`src/rtl/pwm_shadow_bank.sv`:
```
// pwm_shadow_bank: double-buffered multi-channel shadow register bank.
// Writes land in staging. A commit arms the bank. On the Nth mask event all
// channels move to the active outputs together. With the PWM off, the active
// registers follow staging on every edge.

package PKG_pwm;
  typedef enum logic {
    PWM_OFF = 1'b0,
    PWM_ON  = 1'b1
  } _pwm_onoff;
endpackage

module pwm_shadow_bank
  import PKG_pwm::*;
#(
  parameter int                 WIDTH       = 16,
  parameter int                 CHANNELS    = 4,
  parameter int                 DIV_W       = 8,
  parameter logic [WIDTH-1:0]   RESET_VALUE = '0,
  localparam int                CHAN_W      = $clog2(CHANNELS)
) (
  input  logic                      clk,
  input  logic                      reset,
  input  _pwm_onoff                 pwm_onoff,
  input  logic                      mask_event,
  input  logic                      wr_en,
  input  logic [CHAN_W-1:0]         wr_chan,
  input  logic [WIDTH-1:0]          wr_data,
  input  logic                      commit,
  input  logic [DIV_W-1:0]          event_div,
  output logic [CHANNELS*WIDTH-1:0] reg_out,
  output logic                      pending,
  output logic                      update_done,
  output logic [CHANNELS-1:0]       dirty,
  output logic                      wr_err
);

  typedef enum logic {
    IDLE  = 1'b0,
    ARMED = 1'b1
  } state_e;

  // One extra bit so that CHANNELS itself is representable when it is a
  // power of two; the range check then folds to "always in range".
  localparam logic [CHAN_W:0] CHAN_LIMIT = CHANNELS[CHAN_W:0];

  state_e                      state_q;
  logic [DIV_W-1:0]            count_q;
  logic [CHANNELS*WIDTH-1:0]   staging_q;
  logic [CHANNELS*WIDTH-1:0]   staging_d;
  logic [CHANNELS*WIDTH-1:0]   regOut_q;
  logic [CHANNELS-1:0]         dirty_q;
  logic                        updateDone_q;
  logic                        wrErr_q;

  logic                        chanInRange;
  logic                        locked;
  logic                        wrAccept;
  logic                        wrReject;

  // Decode the write: staging is locked only while armed with the PWM running.
  always_comb begin
    chanInRange = ({1'b0, wr_chan} < CHAN_LIMIT);
    locked      = (state_q == ARMED) && (pwm_onoff == PWM_ON);
    wrAccept    = wr_en && chanInRange && !locked;
    wrReject    = wr_en && !wrAccept;
    staging_d   = staging_q;
    for (int c = 0; c < CHANNELS; c++) begin
      if (wrAccept && (wr_chan == CHAN_W'(c))) begin
        staging_d[c*WIDTH +: WIDTH] = wr_data;
      end
    end
  end

  // Arm/transfer state machine together with the staging and active banks.
  always_ff @(posedge clk or negedge reset) begin
    if (!reset) begin
      state_q      <= IDLE;
      count_q      <= '0;
      staging_q    <= {CHANNELS{RESET_VALUE}};
      regOut_q     <= {CHANNELS{RESET_VALUE}};
      dirty_q      <= '0;
      updateDone_q <= 1'b0;
      wrErr_q      <= 1'b0;
    end else begin
      updateDone_q <= 1'b0;
      wrErr_q      <= wrReject;
      staging_q    <= staging_d;
      if (pwm_onoff == PWM_OFF) begin
        state_q  <= IDLE;
        count_q  <= '0;
        dirty_q  <= '0;
        regOut_q <= staging_d;
      end else begin
        case (state_q)
          IDLE: begin
            if (wrAccept) begin
              dirty_q[wr_chan] <= 1'b1;
            end
            if (commit) begin
              state_q <= ARMED;
              count_q <= event_div;
            end
          end
          ARMED: begin
            if (mask_event) begin
              if (count_q != '0) begin
                count_q <= count_q - DIV_W'(1);
              end else begin
                regOut_q     <= staging_q;
                dirty_q      <= '0;
                updateDone_q <= 1'b1;
                state_q      <= IDLE;
              end
            end
          end
        endcase
      end
    end
  end

  assign reg_out     = regOut_q;
  assign pending     = (state_q == ARMED);
  assign update_done = updateDone_q;
  assign dirty       = dirty_q;
  assign wr_err      = wrErr_q;

endmodule

```
`config.mk`:
```
export PLATFORM = sky130hd
export DESIGN_NAME = pwm_shadow_bank
export DESIGN_NICKNAME = d
export VERILOG_FILES = /design/src/rtl/pwm_shadow_bank.sv
export SDC_FILE = /design/constraint.sdc
export NUM_CORES = 1
export LEC_CHECK = 0
export CAP_MARGIN = 0
export CORE_MARGIN = 4
export CORE_UTILIZATION = 55
export CTS_BUF_LIST = sky130_fd_sc_hd__clkbuf_4 sky130_fd_sc_hd__clkbuf_8
export DETAILED_ROUTE_END_ITERATION = 10
export GPL_TIMING_DRIVEN = 0
export PLACE_DENSITY = 0.82
export SYNTH_ARGS = -nofsm -noshare
export SYNTH_HDL_FRONTEND = slang
export SYNTH_SLANG_ARGS = --single-unit
```
`constraint.sdc`:
```
create_clock -name clk -period 2.55 [get_ports clk]
set_input_delay 0.255 -clock clk [delete_from_list [all_inputs] [get_ports clk]]
set_output_delay 0.255 -clock clk [all_outputs]
set_load 0.01 [all_outputs]
```
**Word-level counts from Yosys, hierarchy flattened**

Index checks and enable logic that the tools add are counted.

- Bits in registers: 143
- Output and inout bits: 71
- Word-level logic and storage cells: 67

- Add/sub/neg operators: 1
- Order comparisons: 2
- Equality and inequality tests: 11
- Muxes and demuxes: 29
- Bitwise logic cells: 2
- Reductions and logical operators: 15

Operators with widths:

| kind | number |
|---|---|
| two-way mux 64 bit | 4 |
| two-way mux 16 bit | 4 |
| two-way mux 8 bit | 4 |
| two-way mux 4 bit | 4 |
| one-hot mux 8 bit (2 select lines) | 1 |
| inequality test 3 bit (second input constant) | 4 |
| two-way mux 1 bit | 9 |
| AND reduction 3 bit | 3 |
| logical AND 1 bit | 8 |
| one-hot mux 4 bit (2 select lines) | 1 |
| nonzero test 8 bit | 1 |
| subtractor 8 x 1 -> 8 bit (second input constant) | 1 |
| == test 2 bit (second input constant) | 2 |
| inequality test 2 x 1 -> 1 bit (second input constant) | 2 |
| OR 4 bit | 1 |
| less-than comparator 2 x 3 -> 1 bit (second input constant) | 1 |
| inequality test 3 x 2 -> 1 bit (second input constant) | 1 |
| demux 1 bit (select 2 bit) | 1 |
| == test 2 x 1 -> 1 bit (second input constant) | 1 |
| >= comparator 2 x 1 -> 1 bit (second input constant) | 1 |
| zero test 1 bit | 2 |
| zero test 2 bit | 1 |
| inequality test 2 bit (second input constant) | 1 |
| one-hot mux 1 bit (2 select lines) | 1 |
| inverter 1 bit | 1 |

**Logic depth before layout (Yosys ltp)**

Gate-level depths: netlist (run 1).

- Word-level depth: 8
- Depth in mapped cells: 8
- Gate-level depth less buffers: 6

**Worst setup path before layout (run 1)**

No wires, ideal clock.

- Kind: register to register
- Start point: register state_q, in the netlist pending
- End point: register regOut_q[10], in the netlist reg_out[10]
- Library setup time: 0.118 ns
- Data arrival time: 1.812 ns
- Data required time: 2.432 ns
- Setup slack: 0.620 ns
- Stages on the path, launching flop included: 7
- Buffers on the path: 2
- Period minus slack after synthesis: 1.930 ns
- Cell sequence: dfrtp_1 > buf_2 > and2_4 > nor4b_4 > buf_6 > mux2_1 > a21o_1

- Word-level cells in the longest chain between the ends: 6
- Elaborated cells on any way between the ends: 8
- Classes of those cells: eq/ne (1); mux (2); reduce/logical (5)

Ends and longest elaborated chain:

| item | line | RTL |
|---|---|---|
| start, declared | 47 | `state_e state_q;` |
| start signal, assigned | 78 | `state_q <= IDLE;` |
| start signal, assigned | 90 | `state_q <= IDLE;` |
| start signal, assigned | 101 | `state_q <= ARMED;` |
| logical AND 1 bit | 64 | `locked = (state_q == ARMED) && (pwm_onoff == PWM_ON);` |
| zero test 1 bit | 65 | `wrAccept = wr_en && chanInRange && !locked;` |
| logical AND 1 bit | 65 |  |
| logical AND 1 bit | 69 | `if (wrAccept && (wr_chan == CHAN_W'(c))) begin` |
| two-way mux 16 bit | 69 |  |
| net staging_d[10] | 50 | `logic [CHANNELS*WIDTH-1:0] staging_d;` |
| two-way mux 64 bit | 89 | `if (pwm_onoff == PWM_OFF) begin` |
| end signal, assigned | 81 | `regOut_q <= {CHANNELS{RESET_VALUE}};` |
| end signal, assigned | 93 | `regOut_q <= staging_d;` |
| end signal, assigned | 110 | `regOut_q <= staging_q;` |
| end, declared | 51 | `logic [CHANNELS*WIDTH-1:0] regOut_q;` |

The timed path passes the listed nets, and every way through them passes these cells.
A chain may end at the register's enable or synchronous reset.

**Worst setup path after layout (run 1)**

- Start point: register state_q, in the netlist pending
- End point: register regOut_q[7], in the netlist reg_out[7]

The elaborated chain is that of the path after synthesis.

==> results of run 1 <==
==> timing repair <==
item	4_1_cts	5_1_grt
hold buffers	1	0
endpoints found under the setup margin	0	5
resized for setup	0	1
endpoints found under the hold margin	50	0
==> synth_stat cells (3+ instances only) <==
cell / count / area (um2)
nand3_1: 3 / 15.0
nand2_1: 3 / 11.3
o211ai_1: 3 / 22.5
o21ai_1: 4 / 20.0
clkbuf_1: 15 / 56.3
o21ai_0: 7 / 35.0
a22o_1: 65 / 569
and3_1: 5 / 31.3
o21a_1: 4 / 30.0
buf_6: 6 / 67.6
a21o_1: 65 / 488
buf_2: 10 / 50.1
inv_1: 4 / 15.0
mux2_1: 10 / 113
mux2_2: 55 / 619
dfrtp_1: 143 / 3580
and2_1: 3 / 18.8
==> layer usage <==
metal,vias to the layer above,wire length [um]
met1,2261,6370
met2,183,7360
li1,1923,-
met5,-,0
met3,22,997
met4,0,220
==> cells by family (layout without fill, tap and decap cells) <==
kind of cell	count (synthesis)	in the layout	share of synthesized area (%)
AO/OA/AOI/OAI	160	160	20.7
flip-flops	143	143	58.5
multiplexers	67	67	12.3
AND/OR/NAND/NOR	40	40	5.01
buffers and inverters	37	167	3.27
adder cells (fa/ha/maj)	1	1	0.205
==> per-stage QoR <==
| step | instance area (um2) | total power [uW] | setup TNS, ns | std cells | util (%) |
|---|---|---|---|---|---|
| floorplan | 6110 | 3810 | 0 | 448 | - |
| global placement | 7260 | 4530 | -587.59 | 685 | 67.0 |
| detailed placement | 7290 | 4600 | 0 | 686 | 67.2 |
| CTS | 7740 | 6620 | 0 | 718 | 71.4 |
| global route | 7750 | 6890 | 0 | 718 | 71.5 |
| finish | 7750 | 6580 | 0 | 718 | 71.5 |
==> registers in the layout, summed over array words and instances, names as in the netlist <==
| signal | cells |
|---|---|
| wr_err | 1 |
| count_q | 8 |
| staging_q | 64 |
| dirty | 4 |
| update_done | 1 |
| pending | 1 |
| reg_out | 64 |
==> worst max-delay path, delay by kind of cell (launching register included) <==
kind                   cells  cell delay, ns
AOI/OAI and AO/OA          1            0.18
buffers and inverters      2            0.42
DFF                        1            0.37
muxes                      1            0.36
and+or+nand+nor            2            0.70
==> power breakdown <==
group          leakage, uW  internal [uW]  switching, uW
sequential         0.00175           2730            293
clock             0.000229           1190            818
combinational      0.00173            901            657
total              0.00371           4810           1770
==> cell type report <==
type / instances / area (um2) / share of cell area (%)
clock inverter: 12 / 191 / 2.47
buffer: 33 / 185 / 2.39
sequential: 143 / 3580 / 46.2
multi-input combinational: 268 / 2340 / 30.2
tap: 140 / 175 / 2.26
inverter: 4 / 15.0 / 0.194
timing repair buffer: 99 / 1010 / 13.0
clock buffer: 19 / 255 / 3.29
==> final timing paths <==
check,endpoint,cells past startpoint
worst max-delay path,reg_out[7]$_DFFE_PN0P_,6
worst min-delay path,count_q[4]$_DFFE_PN0P_,3
worst max register to register,reg_out[7]$_DFFE_PN0P_,6
worst min register to register,dirty[1]$_DFFE_PN0P_,1
max in group asynchronous,staging_q[23]$_DFF_PN0_,3
min in group asynchronous,update_done$_DFF_PN0_,2
==> results.toml, run 1 <==
[sta]
min_period_ns = 2.16
max_freq_mhz = 463
fin_ws_ns = 0.391
max_slew.worst_pin.slew_ns = 0.630
hold_viol = 0
hold_ws_ns = 0.143
rsz0062_at_grt = "false"
relSlewSlack_pct = 58.0
finalCritPeriodShare_pct = 84.7
skew_ns = 0.00784
setup_viol = 0
drv_slew = 0

[clock_tree]
post_cts.repair.setup_buffers = 0
htreeDepth = 4
cts.clk_slew.worst_paths_ns = 0.08
numCtsBuffers = 17
cts_sinks = 143
clock_latency_ns = 0.44
clk_path_buf_depth = 2
cts_tree = "yes"
root_buffer = "clkbuf_8"

[setup_path]
cp_cell_sequence = "buf_2 > and2_4 > nor4b_4 > buf_6 > mux2_1 > a21o_1"
crit_path_end_kind = "flop"
slowest_stage = "nor4b_4"
cp_data_required_time_ns = 2.88
critPathKind = "reg2reg"
startpoint = "pending$_DFF_PN0_"
slowest_delay_ns = 0.52
cp_max_fo = 10
r2r-start = "pending$_DFF_PN0_"
r2r_slack_ns = 0.39
arrival_ns = 2.49
worstSetupStartpointType = "flop"

[layout]
n_fill_cell = 806
area_growth_pct = 26.8
drive_gt1_share_pct = 20.1
final_common_cell = "dfrtp_1"
layout_common_cells = "143 x dfrtp_1, 96 x clkdlybuf4s50_1, 65 x a22o_1, 65 x a21o_1, 55 x mux2_2"
num-nets-final = 599
antenna_cells = 0

[power_and_ir_drop]
p_leak_uw = 0.00371
p_per_area_mw_per_mm2 = 849
ir_drop_mv = 0.478

[routing]
drt-wirelength-per-cell_um = 20.8
drc = 0
wl_um = 14900
drt_first_iter_violations = 289
ant_nets = 0
via_per_inst = 6.11
via_count = 4389
firstDrtPassIters = 5

[die]
coreArea_mm2 = 0.0108
ioPinCount = 103
initial_core_util_pct = 56.4
die_area_mm2 = 0.0129
die_y_um = 113
std_cell_rows = 38
die_x_um = 113

[yosys]
synth-async-reset-ratio_pct = 100
synth_edf_count = 0
syn-num-nets = 481
synth_flop_cell = "dfrtp_1"
synth_area_per_cell_um2 = 13.6
ys_seq_elements = 143
synthesis.area_mm2 = 0.00611
syn_inst = 448
yosysSeqAreaShare_pct = 58.5
synth.distinct_cells = 49
ys_warn_count = 0

[grt]
grtUsageTotal_pct = 24.5
grt_first_pass_wirelength_um = 24300
grt_pass1_vias = 4602
top_usage_layer = "met2"
grtUsageMet3_pct = 6.53
met1_usage_pct = 33.4
grt_start_max_net_pins = 94
antenna_found_initial = 0
met2_usage_pct = 39.5
overflow = 0

[place]
port-buffer-count = 97
post-dp-hpwl_um = 10300
pre_cts_slack_ns = 0.102
routabilityCongestion = 0.910

[outcome]
outcome = "finished clean"

[run]
cap_viol_max_count = 0

[hold_path]
min_path_type = "in2reg"
worstHoldStart = "pwm_onoff"
(Power assumes the default switching activity.)
==> run 2, diff against run 1 <==
--- a/config.mk
+++ b/config.mk
@@ -7,11 +7,11 @@
 export LEC_CHECK = 0
 export CAP_MARGIN = 0
 export CORE_MARGIN = 4
-export CORE_UTILIZATION = 55
+export CORE_UTILIZATION = 50
 export CTS_BUF_LIST = sky130_fd_sc_hd__clkbuf_4 sky130_fd_sc_hd__clkbuf_8
 export DETAILED_ROUTE_END_ITERATION = 10
 export GPL_TIMING_DRIVEN = 0
-export PLACE_DENSITY = 0.82
+export PLACE_DENSITY = 0.79
 export SYNTH_ARGS = -nofsm -noshare
 export SYNTH_HDL_FRONTEND = slang
 export SYNTH_SLANG_ARGS = --single-unit
==> constraint.sdc (replaced) <==
create_clock -name clk -period 1.9 [get_ports clk]
set_input_delay 0.19 -clock clk [delete_from_list [all_inputs] [get_ports clk]]
set_output_delay 0.19 -clock clk [all_outputs]
set_load 0.01 [all_outputs]
==> run 2 against run 1 <==
Compared with the run above: clock skew grew 0.0018 ns; wire length grew 3.5%; final cell count increased by 2.8%; non-clock buffer count rose by 12; critical path type unchanged; highest routed layer unchanged.
==> results.toml, run 2 (synthesis results as in run 1) <==
[layout]
final_common_cell = "dfrtp_1"
num-nets-final = 611
final_util_pct = 66.6
drive_gt1_share_pct = 26.2
area_growth_pct = 30.8
antenna_cells = 0
layout_common_cells = "138 x dfrtp_1, 96 x clkdlybuf4s50_1, 65 x a22o_1, 65 x a21o_1, 57 x mux2_2"

[sta]
setup_viol = 0
hold_viol = 0
min_period_ns = 1.87
max_slew.worst_pin.slew_ns = 0.614
skew_ns = 0.00962
rsz0062_at_grt = "true"
fin_ws_ns = 0.0254
max_freq_mhz = 533
drv_slew = 0
relSlewSlack_pct = 59.1
finalCritPeriodShare_pct = 98.7

[power_and_ir_drop]
p_leak_uw = 0.00380
ir_drop_mv = 0.785
p_per_area_mw_per_mm2 = 1070

[clock_tree]
clk_path_buf_depth = 2
cts.clk_slew.worst_paths_ns = 0.08
clock_latency_ns = 0.43
cts_tree = "yes"
root_buffer = "clkbuf_8"
numCtsBuffers = 17
cts_sinks = 143
htreeDepth = 4

[setup_path]
worstSetupStartpointType = "flop"
critPathKind = "reg2reg"
reg2reg_depth = 6
regToRegEndpoint = "reg_out[21]$_DFFE_PN0P_"
cp_max_fo = 10
crit_path_end_kind = "flop"
cp_data_required_time_ns = 2.27
arrival_ns = 2.24
r2r_slack_ns = 0.03
r2r-start = "count_q[7]$_DFFE_PN0P_"

[die]
coreArea_mm2 = 0.0120
initial_core_util_pct = 50.9
die_y_um = 119
die_area_mm2 = 0.0141
std_cell_rows = 40
ioPinCount = 103
die_x_um = 119

[routing]
drc = 0
wl_um = 15500
ant_nets = 0
via_count = 4426
drt_first_iter_violations = 262
drt-wirelength-per-cell_um = 21.0
firstDrtPassIters = 5
via_per_inst = 6.00

[place]
pre_cts_slack_ns = -0.594
routabilityCongestion = 0.834
port-buffer-count = 97
post-dp-hpwl_um = 10500

[grt]
grt_pass1_vias = 4668
grt_start_max_net_pins = 110
overflow = 0
grt_first_pass_wirelength_um = 24900
grtUsageTotal_pct = 22.4
antenna_found_initial = 0

[run]
cap_viol_max_count = 0

[outcome]
outcome = "finished clean"

[hold_path]
min_path_type = "in2reg"
hold_path_end = "count_q[4]$_DFFE_PN0P_"
worstHoldStart = "pwm_onoff"
hold_depth = 3
==> run 2: stage by stage <==
stage | std cells | TNS, ns | power (uW) | instance area (um2) | hold slack, ns
after floorplan | 448 | -0.0602 | 5110 | 6120 | -0.106
after global placement | 692 | -700.47 | 6080 | 7270 | 0.474
after detailed placement | 693 | -32.44 | 6170 | 7300 | 0.114
after CTS | 733 | -0.176 | 8550 | 7860 | 0.0661
after global routing | 738 | -0.688 | 9020 | 7990 | 0.107
final | 738 | 0 | 8580 | 7990 | 0.0945
==> run 2: metal layers <==
layer	up-vias	track usage (%)	share of wire, %
met5	-	0	0
met4	0	4.85	1.2
met2	152	36.8	50
li1	1968	-	-
met1	2291	29.8	43
met3	15	6.46	6.1
==> run 2: report_power, final <==
group	leakage (uW)	internal [uW]	switching [uW]	total (uW)
combinational	0.00187	1300	918	2210
sequential	0.00174	3660	406	4070
clock	0.000191	1200	1100	2300
==> run 2: worst max-delay path, cell delays in order, from the launching register on <==
cell	delay (ns)
dfrtp_2	0.47
or3_4	0.44
nor4_4	0.31
buf_6	0.21
buf_6	0.16
a22o_1	0.15
a21o_1	0.08
==> run 2: final cells by class <==
class	count	area (um2)
fillers	885	4020
flip-flops and latches	143	3580
multi-input cells	268	2460
repair buffers	111	1120
clock buffers	23	304
plain buffers	33	233
well taps	147	184
clock inverters	9	83.8
inverters	4	15.0
==> run 2: how the worst max path moves through the flow <==
| stage | startpoint | end | slack [ns] | cells past startpoint |
|---|---|---|---|---|
| global route | count_q[7]$_DFFE_PN0P_ | reg_out[21]$_DFFE_PN0P_ | -0.04 | 6 |
| detailed placement | mask_event | reg_out[51]$_DFFE_PN0P_ | -0.59 | 7 |
| global placement | reset | reg_out[60]$_DFFE_PN0P_ | -4.71 | 1 |
| CTS | pending$_DFF_PN0_ | reg_out[13]$_DFFE_PN0P_ | -0.03 | 7 |
| floorplan | pending$_DFF_PN0_ | reg_out[10]$_DFFE_PN0P_ | -0.006 | 6 |
| finish | count_q[7]$_DFFE_PN0P_ | reg_out[21]$_DFFE_PN0P_ | 0.03 | 6 |
==> run 2: timing repair <==
item / CTS / global route
setup buffers: 7 / 4
cloned: 0 / 1
endpoints found under the hold margin: 34 / 0
resized for setup: 24 / 27
hold buffers: 1 / 0
pin swaps: 1 / 7
endpoints found under the setup margin: 84 / 67
==> run 3, diff against run 2 <==
--- a/config.mk
+++ b/config.mk
@@ -5,12 +5,10 @@
 export SDC_FILE = /design/constraint.sdc
 export NUM_CORES = 1
 export LEC_CHECK = 0
-export CAP_MARGIN = 0
-export CORE_MARGIN = 4
+export CAP_MARGIN = 20
 export CORE_UTILIZATION = 50
 export CTS_BUF_LIST = sky130_fd_sc_hd__clkbuf_4 sky130_fd_sc_hd__clkbuf_8
 export DETAILED_ROUTE_END_ITERATION = 10
-export GPL_TIMING_DRIVEN = 0
 export PLACE_DENSITY = 0.79
 export SYNTH_ARGS = -nofsm -noshare
 export SYNTH_HDL_FRONTEND = slang
==> run 3 against run 2 <==
Compared with the run above: the run now ends with setup timing left; clock skew hardly changed; critical path depth is 1 higher; power is 5.8% higher; die area is 9.9% lower; fmax is 1.5% lower; sequential share of layout area is 0.61 points lower; highest routed layer unchanged; largest power group unchanged; flip-flop and latch count stayed put; sequential power hardly changed; non-clock buffer count is 8 lower; first-iteration DRC count is 15% higher; combinational power hardly changed; critical endpoint is now count_q[2]$_DFFE_PN0P_.
==> results.toml, run 3 (synthesis results as in run 1) <==
[outcome]
outcome = "finished, violations left"
violations = "setup timing"

[routing]
via_count = 4453
wl_um = 15900
via_per_inst = 6.11
drt_first_iter_violations = 301
firstDrtPassIters = 5
drc = 0
ant_nets = 0
drt-wirelength-per-cell_um = 21.8

[die]
coreArea_mm2 = 0.0120
die_x_um = 113
std_cell_rows = 40
initial_core_util_pct = 51.1
ioPinCount = 103
die_area_mm2 = 0.0127
die_y_um = 113

[grt]
grtUsageTotal_pct = 25.9
antenna_found_initial = 0
grt_first_pass_wirelength_um = 24600
grt_start_max_net_pins = 50
overflow = 0
grt_pass1_vias = 4583

[clock_tree]
clock_latency_ns = 0.45
clk_path_buf_depth = 2
cts.clk_slew.worst_paths_ns = 0.08
numCtsBuffers = 17
cts_tree = "yes"
cts_sinks = 143
htreeDepth = 4
root_buffer = "clkbuf_8"

[setup_path]
cp_data_required_time_ns = 2.24
worstSetupStartpointType = "flop"
startpoint = "count_q[1]$_DFFE_PN0P_"
critPathKind = "reg2reg"
crit_path_end_kind = "flop"
cp_max_fo = 3
r2r-start = "count_q[1]$_DFFE_PN0P_"
arrival_ns = 2.24

[hold_path]
min_path_type = "in2async"

[layout]
drive_gt1_share_pct = 24.2
layout_common_cells = "141 x dfrtp_1, 101 x clkdlybuf4s50_1, 65 x a22o_1, 65 x a21o_1, 55 x mux2_2"
final_util_pct = 67.7
final_cells = 729
seq_area_mm2 = 0.00358
num-nets-final = 603
final_area_mm2 = 0.00810
n_fill_cell = 872
final_common_cell = "dfrtp_1"
area_growth_pct = 32.4
antenna_cells = 0
multi_input_area_mm2 = 0.00240

[sta]
max_slew.worst_pin.slew_ns = 0.444
hold_viol = 0
setup_viol = 1
fin_ws_ns = -0.00372
drv_slew = 0
skew_ns = 0.00973
min_period_ns = 1.90
rsz0062_at_grt = "true"
max_freq_mhz = 525
relSlewSlack_pct = 70.4
finalCritPeriodShare_pct = 100

[power_and_ir_drop]
p_per_area_mw_per_mm2 = 1120
power_uw = 9080
ir_drop_mv = 0.970
p_leak_uw = 0.00385

[run]
cap_viol_max_count = 0

[place]
port-buffer-count = 102
routabilityCongestion = 0.896
post-dp-hpwl_um = 9390
dp_cells = 687
place_area_mm2 = 0.00743
-- run 3: changes by cell type in the layout (fill, tap and decap cells not counted), moves of 5 or more --
cell	change
buf_4	+5
mux2_4	-5
buf_12	+7
mux2_1	+7
clkbuf_1	-10
clkdlybuf4s50_1	+5
clkbuf_2	-5
-- run 3: power by group --
part | switching [uW] | internal [uW] | total, uW
clock network | 1170 | 1620 | 2800
logic | 928 | 1310 | 2240
registers | 389 | 3660 | 4050
-- run 3: timing repair --
item,in CTS,in global routing
buffers inserted,4,3
pin swaps,2,7
gates resized for setup,5,15
cloned,4,1
hold endpoints to repair,45,0
setup endpoints to repair,15,68
hold buffers,1,0
-- run 3: worst max-delay path, stage by stage (launching register included) --
cell and delay [ns]:
dfrtp_1 0.39, inv_2 0.08, ha_4 0.15, or4b_4 0.49, buf_4 0.16, o21ai_1 0.11
nor3_1 0.08, a221o_1 0.33
-- run 3: final cells by class --
type                    count  share of cell area (%)
clock buffers              19                    3.15
clock inverters            12                    2.55
multi-input cells         268                    29.6
well taps                 147                    2.27
flip-flops and latches    143                    44.2
inverters                   4                   0.185
repair buffers            136                    18.0
-- run 3: path summary, 6_finish.rpt --
| check | end | slack (ns) | cells past startpoint |
|---|---|---|---|
| worst max-delay path | count_q[2]$_DFFE_PN0P_ | -0.004 | 7 |
| worst min-delay path | staging_q[36]$_DFF_PN0_ | 0.24 | 2 |
| worst max register to register | count_q[2]$_DFFE_PN0P_ | -0.004 | 7 |
| worst min register to register | dirty[2]$_DFFE_PN0P_ | 0.51 | 1 |
| max in group asynchronous | staging_q[42]$_DFF_PN0_ | 1.05 | 3 |
| min in group clk | count_q[0]$_DFFE_PN0P_ | 0.38 | 3 |
-- run 3: layer usage --
layer	up-vias	share of wire [%]	GRT usage, %
li1	1940	-	-
met1	2303	41	32.7
met2	182	50	41.9
met3	28	7.0	7.83
met4	0	2.5	10.4
met5	-	0	0
-- run 3: stage by stage --
stage | hold slack (ns) | setup TNS [ns] | setup WS, ns
floorplan | -0.106 | -0.0602 | -0.00602
global placement | 0.144 | -3.55 | -0.0895
detailed placement | 0.152 | -3.58 | -0.129
CTS | 0.241 | -0.000370 | -0.000370
global route | 0.261 | -0.315 | -0.0602
finish | 0.243 | -0.00372 | -0.00372
